`src/rtl/imm_gen_if.sv`:
```
// Handshake bundle for imm_gen_pipe: instruction input stream and immediate result stream.
// A beat moves on a rising edge where valid && ready; valid-side payload stays stable until taken.
interface imm_gen_if #(
  parameter int XLEN  = 32,
  parameter int TAG_W = 5
);
  logic             in_valid;
  logic             in_ready;
  logic [31:0]      in_instr;
  logic [TAG_W-1:0] in_tag;
  logic             out_valid;
  logic             out_ready;
  logic [XLEN-1:0]  out_imm;
  logic [2:0]       out_fmt;
  logic             out_illegal;
  logic [TAG_W-1:0] out_tag;

  modport master (
    output in_valid, in_instr, in_tag, out_ready,
    input  in_ready, out_valid, out_imm, out_fmt, out_illegal, out_tag
  );

  modport slave (
    input  in_valid, in_instr, in_tag, out_ready,
    output in_ready, out_valid, out_imm, out_fmt, out_illegal, out_tag
  );
endinterface

```
`src/rtl/imm_gen_pipe.sv`:
```
// RISC-V immediate generator with a 2-entry output buffer carrying a format tag per instruction.
// Optional RVC quadrant-1 decode is enabled by defining IMMGEN_RVC_EN.
module imm_gen_pipe #(
  parameter int XLEN  = 32,
  parameter int TAG_W = 5
) (
  input  logic    clk,
  input  logic    reset,
  input  logic    flush,
  imm_gen_if.slave bus
);

  localparam logic [2:0] FMT_NONE  = 3'd0;
  localparam logic [2:0] FMT_I     = 3'd1;
  localparam logic [2:0] FMT_S     = 3'd2;
  localparam logic [2:0] FMT_B     = 3'd3;
  localparam logic [2:0] FMT_U     = 3'd4;
  localparam logic [2:0] FMT_J     = 3'd5;
  localparam logic [2:0] FMT_SHAMT = 3'd6;
  localparam logic [2:0] FMT_CI    = 3'd7;

  typedef struct packed {
    logic [XLEN-1:0]  imm;
    logic [2:0]       fmt;
    logic             illegal;
    logic [TAG_W-1:0] tag;
  } entry_t;

  function automatic logic [XLEN-1:0] sext32(input logic [31:0] v);
    logic [XLEN-1:0] r;
    r       = {XLEN{v[31]}};
    r[31:0] = v;
    return r;
  endfunction

  logic [31:0]     instr;
  logic [XLEN-1:0] d_imm;
  logic [2:0]      d_fmt;
  logic            d_illegal;
  logic            is_shift;

  assign instr    = bus.in_instr;
  assign is_shift = (instr[13:12] == 2'b01);

  always_comb begin
    d_imm     = '0;
    d_fmt     = FMT_NONE;
    d_illegal = 1'b1;
    if (instr[1:0] != 2'b11) begin
`ifdef IMMGEN_RVC_EN
      if (instr[1:0] == 2'b01) begin
        case (instr[15:13])
          3'b000, 3'b010: begin
            d_imm     = sext32({{26{instr[12]}}, instr[12], instr[6:2]});
            d_fmt     = FMT_CI;
            d_illegal = 1'b0;
          end
          3'b011: begin
            if (instr[11:7] != 5'd0 && instr[11:7] != 5'd2) begin
              d_imm     = sext32({{14{instr[12]}}, instr[12], instr[6:2], 12'b0});
              d_fmt     = FMT_CI;
              d_illegal = 1'b0;
            end
          end
          3'b101: begin
            d_imm     = sext32({{20{instr[12]}}, instr[12], instr[8], instr[10:9], instr[6],
                                instr[7], instr[2], instr[11], instr[5:3], 1'b0});
            d_fmt     = FMT_CI;
            d_illegal = 1'b0;
          end
          3'b110, 3'b111: begin
            d_imm     = sext32({{23{instr[12]}}, instr[12], instr[6:5], instr[2],
                                instr[11:10], instr[4:3], 1'b0});
            d_fmt     = FMT_CI;
            d_illegal = 1'b0;
          end
          default: ;
        endcase
      end
`else
      d_illegal = 1'b1;
`endif
    end else begin
      case (instr[6:0])
        7'b0000011, 7'b1100111, 7'b1110011: begin
          d_imm     = sext32({{20{instr[31]}}, instr[31:20]});
          d_fmt     = FMT_I;
          d_illegal = 1'b0;
        end
        7'b0010011: begin
          d_illegal = 1'b0;
          if (is_shift) begin
            d_fmt      = FMT_SHAMT;
            d_imm[4:0] = instr[24:20];
            if (XLEN == 64) d_imm[5] = instr[25];
          end else begin
            d_fmt = FMT_I;
            d_imm = sext32({{20{instr[31]}}, instr[31:20]});
          end
        end
        7'b0011011: begin
          // Word-sized OP-IMM exists only on RV64; shift amounts stay 5 bits.
          if (XLEN == 64) begin
            d_illegal = 1'b0;
            if (is_shift) begin
              d_fmt      = FMT_SHAMT;
              d_imm[4:0] = instr[24:20];
            end else begin
              d_fmt = FMT_I;
              d_imm = sext32({{20{instr[31]}}, instr[31:20]});
            end
          end
        end
        7'b0100011: begin
          d_imm     = sext32({{20{instr[31]}}, instr[31:25], instr[11:7]});
          d_fmt     = FMT_S;
          d_illegal = 1'b0;
        end
        7'b1100011: begin
          d_imm     = sext32({{19{instr[31]}}, instr[31], instr[7], instr[30:25],
                              instr[11:8], 1'b0});
          d_fmt     = FMT_B;
          d_illegal = 1'b0;
        end
        7'b0110111, 7'b0010111: begin
          d_imm     = sext32({instr[31:12], 12'b0});
          d_fmt     = FMT_U;
          d_illegal = 1'b0;
        end
        7'b1101111: begin
          d_imm     = sext32({{11{instr[31]}}, instr[31], instr[19:12], instr[20],
                              instr[30:21], 1'b0});
          d_fmt     = FMT_J;
          d_illegal = 1'b0;
        end
        default: ;
      endcase
    end
  end

  entry_t     head;
  entry_t     tail;
  entry_t     incoming;
  logic [1:0] count;
  logic       push;
  logic       pop;

  assign incoming = '{imm: d_imm, fmt: d_fmt, illegal: d_illegal, tag: bus.in_tag};

  // in_ready depends only on registered count (and reset), never on out_ready.
  assign bus.in_ready = !reset && (count != 2'd2);
  assign push         = bus.in_valid && bus.in_ready;
  assign pop          = bus.out_valid && bus.out_ready;

  always_ff @(posedge clk) begin
    if (reset || flush) begin
      count <= 2'd0;
      head  <= '0;
      tail  <= '0;
    end else begin
      case (count)
        2'd0: begin
          if (push) begin
            head  <= incoming;
            count <= 2'd1;
          end
        end
        2'd1: begin
          if (push && pop) begin
            head <= incoming;
          end else if (push) begin
            tail  <= incoming;
            count <= 2'd2;
          end else if (pop) begin
            count <= 2'd0;
          end
        end
        default: begin
          if (pop) begin
            head  <= tail;
            count <= 2'd1;
          end
        end
      endcase
    end
  end

  assign bus.out_valid   = (count != 2'd0);
  assign bus.out_imm     = head.imm;
  assign bus.out_fmt     = head.fmt;
  assign bus.out_illegal = head.illegal;
  assign bus.out_tag     = head.tag;

endmodule
```
`src/flat_wrapper.sv`:
```
// flat-port wrapper written by rule: the top's interface ports become plain ports
module imm_gen_pipe_flat 
#(
  parameter int XLEN  = 32,
  parameter int TAG_W = 5
)
  (clk, reset, flush, bus_in_valid, bus_in_instr, bus_in_tag, bus_out_ready, bus_in_ready, bus_out_valid, bus_out_imm, bus_out_fmt, bus_out_illegal, bus_out_tag);
  imm_gen_if #(.XLEN(XLEN), .TAG_W(TAG_W)) bus_i ();
  input  logic clk;
  input  logic reset;
  input  logic flush;
  input wire logic [$bits(bus_i.in_valid)-1:0] bus_in_valid;
  input wire logic [$bits(bus_i.in_instr)-1:0] bus_in_instr;
  input wire logic [$bits(bus_i.in_tag)-1:0] bus_in_tag;
  input wire logic [$bits(bus_i.out_ready)-1:0] bus_out_ready;
  output wire logic [$bits(bus_i.in_ready)-1:0] bus_in_ready;
  output wire logic [$bits(bus_i.out_valid)-1:0] bus_out_valid;
  output wire logic [$bits(bus_i.out_imm)-1:0] bus_out_imm;
  output wire logic [$bits(bus_i.out_fmt)-1:0] bus_out_fmt;
  output wire logic [$bits(bus_i.out_illegal)-1:0] bus_out_illegal;
  output wire logic [$bits(bus_i.out_tag)-1:0] bus_out_tag;
  assign bus_i.in_valid = bus_in_valid;
  assign bus_i.in_instr = bus_in_instr;
  assign bus_i.in_tag = bus_in_tag;
  assign bus_i.out_ready = bus_out_ready;
  assign bus_in_ready = bus_i.in_ready;
  assign bus_out_valid = bus_i.out_valid;
  assign bus_out_imm = bus_i.out_imm;
  assign bus_out_fmt = bus_i.out_fmt;
  assign bus_out_illegal = bus_i.out_illegal;
  assign bus_out_tag = bus_i.out_tag;
  imm_gen_pipe #(.XLEN(XLEN), .TAG_W(TAG_W)) u_core (.clk(clk), .reset(reset), .flush(flush), .bus(bus_i));
endmodule
```
`config.mk`:
```
export PLATFORM = sky130hd
export DESIGN_NAME = imm_gen_pipe_flat
export DESIGN_NICKNAME = d
export VERILOG_FILES = /design/src/rtl/imm_gen_if.sv /design/src/rtl/imm_gen_pipe.sv /design/src/flat_wrapper.sv
export SDC_FILE = /design/constraint.sdc
export NUM_CORES = 1
export LEC_CHECK = 0
export BUFFER_PORTS_ARGS = -buffer_cell sky130_fd_sc_hd__buf_4
export CAP_MARGIN = 30
export CORE_UTILIZATION = 32
export CTS_BUF_LIST = sky130_fd_sc_hd__clkbuf_8 sky130_fd_sc_hd__clkbuf_16
export DETAILED_ROUTE_END_ITERATION = 8
export GPL_TIMING_DRIVEN = 0
export PLACE_DENSITY_LB_ADDON = 0.15
export REMOVE_ABC_BUFFERS = 1
export SETUP_SLACK_MARGIN = 0.3
export SKIP_LAST_GASP = 1
export SYNTH_ARGS = -nofsm -noshare
export SYNTH_HDL_FRONTEND = slang
export SYNTH_SLANG_ARGS = --single-unit
```
`constraint.sdc`:
```
create_clock -name clk -period 1.4 [get_ports clk]
set_input_delay 0.07 -clock clk [delete_from_list [all_inputs] [get_ports clk]]
set_output_delay 0.07 -clock clk [all_outputs]
set_load 0.02 [all_outputs]
```
==> impl_metrics.toml <==
[run_status]
status = "complete, but fails checks"
violations = "negative setup slack"

[clock_network]
clockRootBuffer = "clkbuf_16"
worstSkewPairLatency_ns = 0.34
clk_path_buf_depth = 2
clk_pin_slew_ns = 0.06
cts_max_level = 3
cts.sinks = 84
cts_tree = "done"
cts_made_buffers = 9

[floorplanning]
die_width_um = 112
initial_core_util = 0.335
core_area_mm2 = 0.0117
io_pins = 85
fp.dieH_um = 112
dieArea_mm2 = 0.0126
rows = 39

[place]
dp_hpwl_um = 7310
portBuffers = 84
pre_cts_ws_ns = -2.20
gp_congestion = 0.817
postPlaceCellArea_mm2 = 0.00460

[routing]
vias = 4139
drc = 0
wl_per_cell_um = 18.9
antenna_left = 0
via_per_inst = 5.67
routed_wl_um = 13800
drt_iter0_drc = 249
dr.pass1.iters = 4

[sta]
slew_violations = 0
setup_viol = 81
worst_pin_slew_ns = 0.979
min_period_ns = 1.56
finClkSkew_ns = 0.00705
maxSlewHeadroom = 0.346
fin_ws_ns = -0.159
finalHoldViolCount = 0
fmax_mhz = 641
period_share = 1.11
holdWs_ns = 0.0131
rsz0062_at_grt = "yes"

[worst_setup_path]
path_max_fanout = 7
critPathKind = "flip-flop to flip-flop"
endpoint_kind = "flip-flop"
worstPathArrival_ns = 1.78
cp-start-kind = "flip-flop"
cp.required_ns = 1.62

[finish]
nNetsFinal = 624
diodes = 0
final_cell_mix = "buf_4, dfxtp_1, nand2_1"
finish.instance_area_mm2 = 0.00594
layout-drive-gt1-share = 0.387
postLayoutCoreUtil = 0.509
areaGrowthSynthToFinish_pct = 52.1
final_common_cell = "buf_4"

[power_and_ir_drop]
irDropWorstVdd_mv = 0.563
total_power_mw = 6.21
p_leak_nw = 2.17
p_per_area_mw_per_mm2 = 1050

[yosys]
synth_area_mm2 = 0.00390
ys_ff_latch = 84
synth_enable_flop_cells = 0
synth_warnings = 0
syn_area_per_cell_um2 = 8.37
synthArstFlopShare = 0
seq_area_frac_synth = 0.431
syn_inst = 466
synthFlopType = "dfxtp_1"
yosysUniqueCellTypes = 52

[grt]
grt_pass1_vias = 3919
grt_pass1_wl_um = 21300
grt_use_total = 0.221
antenna_found_initial = 0
grt-ovfl-total = 0
grt_max_degree = 44

[flow_run]
maxCapViolations = 0

[min_path]
min_path_type = "primary input to flip-flop"
==> per-stage QoR <==
stage          setup TNS (ns)  std cells
2_1_floorplan          -87.03        426
3_3_place_gp          -210.46        653
3_5_place_dp          -126.76        656
4_1_cts                 -5.60        726
5_1_grt                -10.96        730
6_report                -6.29        730
==> worst max-delay path, cell delays in order, from the launching register on <==
cell and delay (ns):
dfxtp_4 0.36, buf_16 0.14, nor2_4 0.18, o22ai_4 0.13, buf_12 0.18, or3_4 0.32
o21ai_2 0.08, a211oi_2 0.05
==> timing repair <==
action | CTS | global route
gates resized for setup | 61 | 40
buffers inserted | 34 | 3
endpoints found under the setup margin | 86 | 85
gates cloned | 10 | 1
pin swaps | 23 | 28
hold buffers | 10 | 0
endpoints found under the hold margin | 11 | 0
==> report_power, final <==
group / total, mW / switching (mW) / internal, mW
combinational: 0.794 / 0.451 / 0.343
clock: 2.97 / 0.996 / 1.98
sequential: 2.45 / 0.0216 / 2.42
total: 6.21 / 1.47 / 4.74
==> state kept, by name (all words and copies together), names as in the netlist <==
name and flops:
u_core.bus.out_fmt 3, u_core.bus.out_illegal 1, u_core.bus.out_imm 32, u_core.bus.out_tag 5
u_core.count 2, u_core.tail 41
==> cells by family after synthesis <==
| group | count (synthesis) | share of synthesized area |
|---|---|---|
| AO/OA/AOI/OAI | 175 | 0.308 |
| AND/OR/NAND/NOR | 155 | 0.183 |
| flip-flops | 84 | 0.431 |
| buffers and inverters | 44 | 0.0571 |
| multiplexers | 7 | 0.0183 |
| XOR/XNOR | 1 | 0.00224 |
==> layout make-up <==
| type | count | area [µm²] |
|---|---|---|
| Multi-Input combinational cell | 347 | 2410 |
| Fill cell | 1119 | 5730 |
| Timing Repair Buffer | 135 | 1250 |
| Clock inverter | 6 | 134 |
| Inverter | 4 | 18.8 |
| Timing Repair inverter | 1 | 7.51 |
| Tap cell | 143 | 179 |
| Clock buffer | 10 | 239 |
| Sequential cell | 84 | 1690 |
==> routing by layer <==
layer  global-route usage  part of all wire
met1                0.288              0.46
met2                0.360              0.48
met3               0.0535             0.046
met4               0.0729             0.020
met5                    0                 0
==> cell usage after synthesis (all sizes together) (2+ instances only) <==
master	instances	share of area
a221oi	22	0.078
nand3b	2	0.0038
and3	4	0.0077
nor2	32	0.033
inv	4	0.0038
o221ai	5	0.011
nand3	25	0.032
nand2	72	0.069
a22oi	5	0.0096
buf	25	0.039
a21o	4	0.0077
a21oi	55	0.073
mux2i	6	0.015
o211ai	2	0.0038
clkbuf	15	0.014
and2	2	0.0032
a211oi	7	0.013
nor2b	4	0.0071
nor3	3	0.0067
dfxtp	84	0.43
o31ai	2	0.0038
or3	2	0.0032
o21ai	55	0.071
nand2b	3	0.0048
a31oi	9	0.014
==> final timing paths <==
| path | cells after the start | start | slack (ns) | end |
|---|---|---|---|---|
| worst min register to register | 2 | u_core.tail[17] | 0.45 | u_core.tail[17] |
| worst min-delay path | 3 | bus_in_instr[26] | 0.01 | u_core.tail[15] |
| worst max register to register | 7 | u_core.count[1] | -0.16 | u_core.bus.out_illegal |
| worst max-delay path | 7 | u_core.count[1] | -0.16 | u_core.bus.out_illegal |
Power figures use the tool's default switching activity.
